File: config.mk
export PLATFORM = sky130hd
export DESIGN_NAME = pipe_div_inv
export DESIGN_NICKNAME = d
export VERILOG_FILES = /design/src/rtl/pipe_div_inv.sv
export SDC_FILE = /design/constraint.sdc
export NUM_CORES = 1
export LEC_CHECK = 0
export BUFFER_PORTS_ARGS = -buffer_cell sky130_fd_sc_hd__clkbuf_2
export CORE_AREA = 2 2 63 95
export DETAILED_ROUTE_END_ITERATION = 7
export DIE_AREA = 0 0 65 97
export GPL_ROUTABILITY_DRIVEN = 0
export PLACE_DENSITY_LB_ADDON = 0.2
export SYNTH_ARGS = -nofsm -noshare
export SYNTH_HDL_FRONTEND = slang
export SYNTH_SLANG_ARGS = --single-unit
File: constraint.sdc
create_clock -name clk -period 6.6 [get_ports clk]
set_clock_uncertainty 0.2 [all_clocks]
set_input_delay 0.99 -clock clk [delete_from_list [all_inputs] [get_ports clk]]
set_output_delay 0.99 -clock clk [all_outputs]
set_load 0.01 [all_outputs]
File: src/rtl/pipe_div_inv.sv
// Sequential restoring divider: recovers X3 = F / D from a multiply-pipeline product, one bit per clock.
// Optional macro PIPE_DIV_INV_EARLY_EN: D==0 or F==0 bypass BUSY and complete one cycle after acceptance.
module pipe_div_inv #(
  parameter int N = 10
) (
  input  logic         clk,
  input  logic         rst_n,
  input  logic         in_valid,
  output logic         in_ready,
  input  logic [N-1:0] F,
  input  logic [N-1:0] D,
  output logic         out_valid,
  input  logic         out_ready,
  output logic [N-1:0] X3,
  output logic [N-1:0] R,
  output logic         dz
);
  localparam int CW = (N > 2) ? $clog2(N) : 1;

  typedef enum logic [1:0] {IDLE, BUSY, DONE} state_t;

  state_t         state, state_nxt;
  logic [N-1:0]   f_q, d_q, quo, quo_nxt;
  logic [N:0]     rem, rem_sh, rem_nxt;
  logic [CW-1:0]  cnt;
  logic           dz_q, accept, early, q_bit;

  assign in_ready  = (state == IDLE);
  assign out_valid = (state == DONE);
  assign accept    = in_valid && (state == IDLE);

`ifdef PIPE_DIV_INV_EARLY_EN
  assign early = (D == '0) || (F == '0);
`else
  assign early = 1'b0;
`endif

  // One restoring step: shift in the next dividend bit, subtract D when it fits.
  assign rem_sh  = (rem << 1) | (N+1)'(f_q[N-1]);
  assign q_bit   = (rem_sh >= {1'b0, d_q});
  assign rem_nxt = q_bit ? (rem_sh - {1'b0, d_q}) : rem_sh;
  assign quo_nxt = (quo << 1) | N'(q_bit);

  always_ff @(posedge clk or negedge rst_n) begin
    if (!rst_n) state <= IDLE;
    else        state <= state_nxt;
  end

  always_comb begin
    state_nxt = state;
    case (state)
      IDLE:    if (accept) state_nxt = early ? DONE : BUSY;
      BUSY:    if (cnt == '0) state_nxt = DONE;
      DONE:    if (out_ready) state_nxt = IDLE;
      default: state_nxt = IDLE;
    endcase
  end

  always_ff @(posedge clk or negedge rst_n) begin
    if (!rst_n) begin
      f_q  <= '0;
      d_q  <= '0;
      quo  <= '0;
      rem  <= '0;
      cnt  <= '0;
      dz_q <= 1'b0;
      X3   <= '0;
      R    <= '0;
      dz   <= 1'b0;
    end else begin
      case (state)
        IDLE: if (accept) begin
          f_q  <= F;
          d_q  <= D;
          dz_q <= (D == '0);
          rem  <= '0;
          quo  <= '0;
          cnt  <= CW'(N-1);
          if (early) begin
            // Same values the full iteration would produce for these operands.
            X3 <= (D == '0) ? '1 : '0;
            R  <= (D == '0) ? F  : '0;
            dz <= (D == '0);
          end
        end
        BUSY: begin
          f_q <= f_q << 1;
          rem <= rem_nxt;
          quo <= quo_nxt;
          cnt <= cnt - CW'(1);
          if (cnt == '0) begin
            X3 <= quo_nxt;
            R  <= rem_nxt[N-1:0];
            dz <= dz_q;
          end
        end
        default: ;
      endcase
    end
  end
endmodule

Word-level counts from Yosys, hierarchy flattened
Index checks and enable logic that the tools add are counted.
{ "totals": {"ff_bits": 67, "out_inout_bits": 23, "wordCells": 42} }
{ "op_classes": {"addsub": 2, "order_cmp": 1, "eq_ne": 5, "mux": 13, "bitwise_logic": 2, "reduce_logical": 9} }
{ "op_table": {"columns": ["op", "n"], "rows": [
  ["$pmux W10 S2", 2],
  ["$mux W10", 3],
  ["$pmux W9 S2", 1],
  ["$ge A11 B10 Y1", 1],
  ["$or A11 B1 Y11", 1],
  ["$logic_not A10 Y1", 1],
  ["$or A10 B1 Y10", 1],
  ["$sub A10 B10 Y10", 1],
  ["$mux W9", 1],
  ["$pmux W4 S2", 1],
  ["$mux W2", 3],
  ["$pmux W2 S3", 1],
  ["$reduce_and A2 Y1", 3],
  ["$logic_not A4 Y1", 1],
  ["$mux W4", 1],
  ["$ne A2 B1 Y1 const B", 2],
  ["$sub A4 B1 Y4 const B", 1],
  ["$reduce_and A3 Y1", 1],
  ["$eq A2 B1 Y1 const B", 1],
  ["$eq A2 B2 Y1 const B", 1],
  ["$logic_not A2 Y1", 1],
  ["$ne A2 B2 Y1 const B", 1],
  ["$reduce_bool A2 Y1", 1],
  ["$logic_and A1 B1 Y1", 1]
]} }

Logic depth before layout (Yosys ltp)
{ "logic_depth": {"word_depth": 4, "ltp_mapped": 10, "mapped_depth_nobuf": 10} }

Least setup slack after synthesis
OpenSTA, ideal clock, no wires.
{ "synth_timing": {"path_kind": "register to register", "from": "register rem[5]", "to": "register R[4]", "setup_time_ns": 0.130, "arrival_time_ns": 1.952, "required_ns": 6.270, "slack_ns": 4.318, "stages_incl_launch_ff": 10, "path_buffers": 2, "synth_period_minus_slack_ns": 2.282, "path_cell_list": "dfrtp_1 ha_1 buf_2 nand4_2 o31ai_2 nor2_1 a21oi_4 buf_6 mux2i_1 o21ai_1"} }
{ "synth_between": {"elab_chain_cells": 3} }
{ "synth_rtl": {"columns": ["element", "line", "rtl"], "rows": [
  ["start, declared", "24", "logic [N:0] rem, rem_sh, rem_nxt;"],
  ["start signal, assigned", "88", "rem <= rem_nxt;"],
  ["$or A11 B1 Y11", "39", "assign rem_sh = (rem << 1) | (N+1)'(f_q[N-1]);"],
  ["$ge A11 B10 Y1", "40", "assign q_bit = (rem_sh >= {1'b0, d_q});"],
  ["$mux W10", "41", "assign rem_nxt = q_bit ? (rem_sh - {1'b0, d_q}) : rem_sh;"],
  ["end signal, assigned", "82", "R <= (D == '0) ? F : '0;"],
  ["end signal, assigned", "93", "R <= rem_nxt[N-1:0];"],
  ["end, declared", "15", "output logic [N-1:0] R,"]
]} }
Every way passes these cells.
A chain may end at the register's enable or synchronous reset.

Worst setup path in the final report
{ "layout_timing": {"from": "register state[0]", "to": "register X3[9]"} }
{ "layout_between": {"elab_chain_cells": 2} }
{ "layout_rtl": {"columns": ["element", "line", "rtl"], "rows": [
  ["start, declared", "22", "state_t state, state_nxt;"],
  ["start signal, assigned", "46", "else state <= state_nxt;"],
  ["$eq A2 B1 Y1", "71", "case (state)"],
  ["$reduce_and A2 Y1 (no source line)", null, null],
  ["end signal, assigned", "81", "X3 <= (D == '0) ? '1 : '0;"],
  ["end signal, assigned", "92", "X3 <= quo_nxt;"],
  ["end, declared", "14", "output logic [N-1:0] X3,"]
]} }
Every way passes these cells.

==> flow_summary_export.csv <==
group,metric,value,unit
run_status,outcome,"complete, no violations",
synthesis,synthFlopType,"dfrtp_1",
job,cap_violations,0,
synthesis,synthAdderAreaFrac,0.0531,
synthesis,synth-seq-area-share,0.523,
grt,grt_usage,0.232,
sta,worst_pin_slew,1.21,ns
sta,min_period_over_period,0.463,
worst_setup_path,path_max_fanout,32,
synthesis,synth_area_per_cell,9.87,sq um
worst_setup_path,crit_type,"register to register",
detailed_routing,dr.pass1.iters,4,
power_and_ir_drop,leakagePower,1.78,nW
synthesis,synth_cells,325,
cells_and_area,n_antenna_cell,0,
worst_setup_path,slowest_delay,0.94,ns
power_and_ir_drop,ir_drop,301,uV
synthesis,synthMuxAreaShare,0.0671,
sta,layout_min_cycle_time,3.06,ns
sta,drv_slew,0,
worst_hold_path,min-delay-start,"R[1]",
worst_setup_path,critPathArrivalTime,3.09,ns
detailed_routing,vias_per_cell,5.61,
detailed_routing,detail-route-antenna-nets,0,
synthesis,yosysWarningCount,0,
die,start_util,0.593,
die,die_height,97,um
synthesis,async_flop_share,1.00,
cells_and_area,fin_nets,404,
grt,grt_max_degree,68,
clocking,clkSlewWorstSetupHoldPaths,0.08,ns
clocking,cts.path.max_buffers,2,
worst_hold_path,hp-class,"register to register",
sta,grt_setup_unrepaired,"false",
placed_design,place_area,3470,sq um
grt,grt_pass1_vias,2496,
synthesis,synth_xor_area_frac,0.0164,
synthesis,syn_area,3210,sq um
worst_setup_path,reg2regPathDepth,3,
sta,fmax,327,MHz
sta,max_slew_margin,0.194,
worst_setup_path,end_kind,"register",
worst_hold_path,whs_path_depth,2,
worst_setup_path,path_cells,"nor2b_2 > nand2_1 > mux2_2",
worst_setup_path,start_kind,"register",
power_and_ir_drop,powerDensity,571,nW/um^2
clocking,root_buffer,"clkbuf_8",
worst_setup_path,r2r_start,"state[0]",
synthesis,synth_top_family_by_area,"compound AO/OA/AOI/OAI gates",
sta,finalHoldViolCount,0,
cells_and_area,finalInstanceArea,3640,sq um
worst_setup_path,path_buf_inv,0,
worst_setup_path,crit_slowest_cell,"nand2_1",
synthesis,synth_edf_count,0,
worst_setup_path,crit_required,6.63,ns
die,io_pins,47,
die,fp.dieW,65,um
die,rows,33,
synthesis,ys_seq_elements,67,
worst_hold_path,worstHoldEndpoint,"R[1]",
detailed_routing,drc,0,
detailed_routing,vias,2481,
worst_setup_path,crit_family,"simple AND/OR/NAND/NOR gates",
sta,finalSetupTns,0,ns
synthesis,synth_fp_nets,362,
cells_and_area,fillers,458,
cells_and_area,areaGrowthSynthToFinish,13.5,%
detailed_routing,wl_per_cell,15.0,um
grt,grt_pass1_wl,11200,um
clocking,cts.hold.buffers_added,0,
clocking,cts_htree_levels,3,
grt,antenna_found_initial,0,
detailed_routing,dr.first_iter.drc_count,131,
clocking,cts_setup_buffers,0,
detailed_routing,routed_wl,6650,um
synthesis,ys_types,41,
clocking,insertion_delay,0.35,ns
placed_design,dp_hpwl,4690,um
synthesis,yosys.area_share.simple,0.149,
synthesis,synth_compound_area_frac,0.153,
grt,gr-total-overflow,0,
clocking,cts_resized,0,
cells_and_area,drive_above_1_share,0.220,
clocking,cts_sinks,67,
worst_setup_path,timing.rr.end,"X3[9]",
sta,finalSetupViolations,0,
clocking,cts_tree,"built",
die,die_area,6310,sq um
placed_design,numPortBuffers,46,
worst_setup_path,reg2reg_slack,3.54,ns
clocking,cts_made_buffers,9,
die,design.core.area,5410,sq um
-- how the worst max path moves through the flow --
stage          startpoint     to  slack, ns  cells past startpoint
4_1_cts          state[0]  X3[6]       3.54                      3
5_1_grt          state[0]  X3[0]       3.25                      3
3_5_place_dp     state[0]  X3[6]       3.55                      3
2_1_floorplan      rem[5]   R[4]       4.32                      9
3_3_place_gp     state[1]  X3[7]       3.60                      3
6_report         state[0]  X3[9]       3.54                      3
-- cell type report --
| class | instances | area (sq um) | share of cell area |
|---|---|---|---|
| repair buffers | 48 | 245 | 0.0674 |
| well taps | 70 | 87.6 | 0.0241 |
| inverters | 14 | 52.6 | 0.0144 |
| clock buffers | 9 | 124 | 0.0340 |
| clock inverters | 7 | 45.0 | 0.0124 |
| flip-flops and latches | 67 | 1680 | 0.461 |
| multi-input cells | 227 | 1410 | 0.387 |
-- Yosys cell counts, drive strengths merged, types with 2 or more instances --
cell type | number | area share
xor2 | 3 | 0.0082
o21ai | 43 | 0.067
nand2 | 66 | 0.077
nor4 | 3 | 0.0059
nand4 | 2 | 0.0059
nand2b | 4 | 0.0078
inv | 14 | 0.016
mux2i | 8 | 0.025
dfrtp | 67 | 0.52
xnor2 | 3 | 0.0082
a22oi | 8 | 0.019
nor3 | 5 | 0.0078
clkbuf | 13 | 0.015
buf | 4 | 0.0074
nand3 | 17 | 0.027
a21oi | 10 | 0.019
nor2 | 6 | 0.0070
a21o | 5 | 0.012
mux2 | 12 | 0.042
ha | 12 | 0.047
o211ai | 5 | 0.012
a211oi | 2 | 0.0047
-- flip-flops by register name (all words and copies together), names as in the netlist --
signal,count
dz_q,1
R,10
cnt,4
f_q,10
X3,10
quo,9
rem,10
d_q,10
dz,1
state,2
-- worst min-delay path: cells and delay by family, from the launching register on --
kind,cells,cell delay (ns)
compound gates,1,0.06
flops,1,0.35
simple gates,1,0.04
-- routing by layer --
metal | vias to the layer above | wire length [um] | global-route usage
met3 | 14 | 188 | 0.0488
met5 | - | 0 | 0
met1 | 1215 | 2790 | 0.276
met2 | 41 | 3540 | 0.400
met4 | 0 | 132 | 0.0933
li1 | 1211 | - | -
-- cell usage in the layout, fill, tap and decap left out, types with 2 or more instances in the layout --
cell type,count
inv_1,14
nand3_1,17
clkbuf_8,9
o21ai_0,35
nand2b_1,4
ha_1,12
xnor2_1,3
buf_4,2
o21ai_1,8
nor4_1,3
clkinvlp_4,4
clkbuf_2,45
dfrtp_1,67
nand2_1,66
clkinv_2,3
a211oi_1,2
a22oi_1,8
nor2_1,6
o211ai_1,5
a21o_1,4
nor3_1,5
mux2i_1,8
mux2_2,12
xor2_1,3
a21oi_1,9
-- power by group --
group / switching [mW] / internal (mW) / leakage (nW)
logic: 0.641 / 0.439 / 0.852
registers: 0.111 / 0.593 / 0.850
clock network: 0.159 / 0.134 / 0.0770
-- cells by family (layout without fill, tap and decap cells) --
logic type | Yosys count | after routing
xor gates and xnor gates | 6 | 6
muxes | 20 | 20
and+or+nand+nor | 108 | 108
DFF | 67 | 67
AOI/OAI and AO/OA | 80 | 80
adders and majority gates | 13 | 13
buffers and inverters | 31 | 78
-- per-stage QoR --
stage               hold WS [ns]   util  std cells  total power, mW  setup WS [ns]
global placement           0.261  0.641        426             1.76           3.60
floorplan                  0.246      -        325             1.53           4.32
finish                     0.282  0.673        442             2.08           3.54
global route               0.308  0.673        442             2.25           3.25
detailed placement         0.267  0.641        426             1.79           3.55
CTS                        0.284  0.673        442             2.09           3.54
No activity file was read; power rests on OpenSTA's default activity.
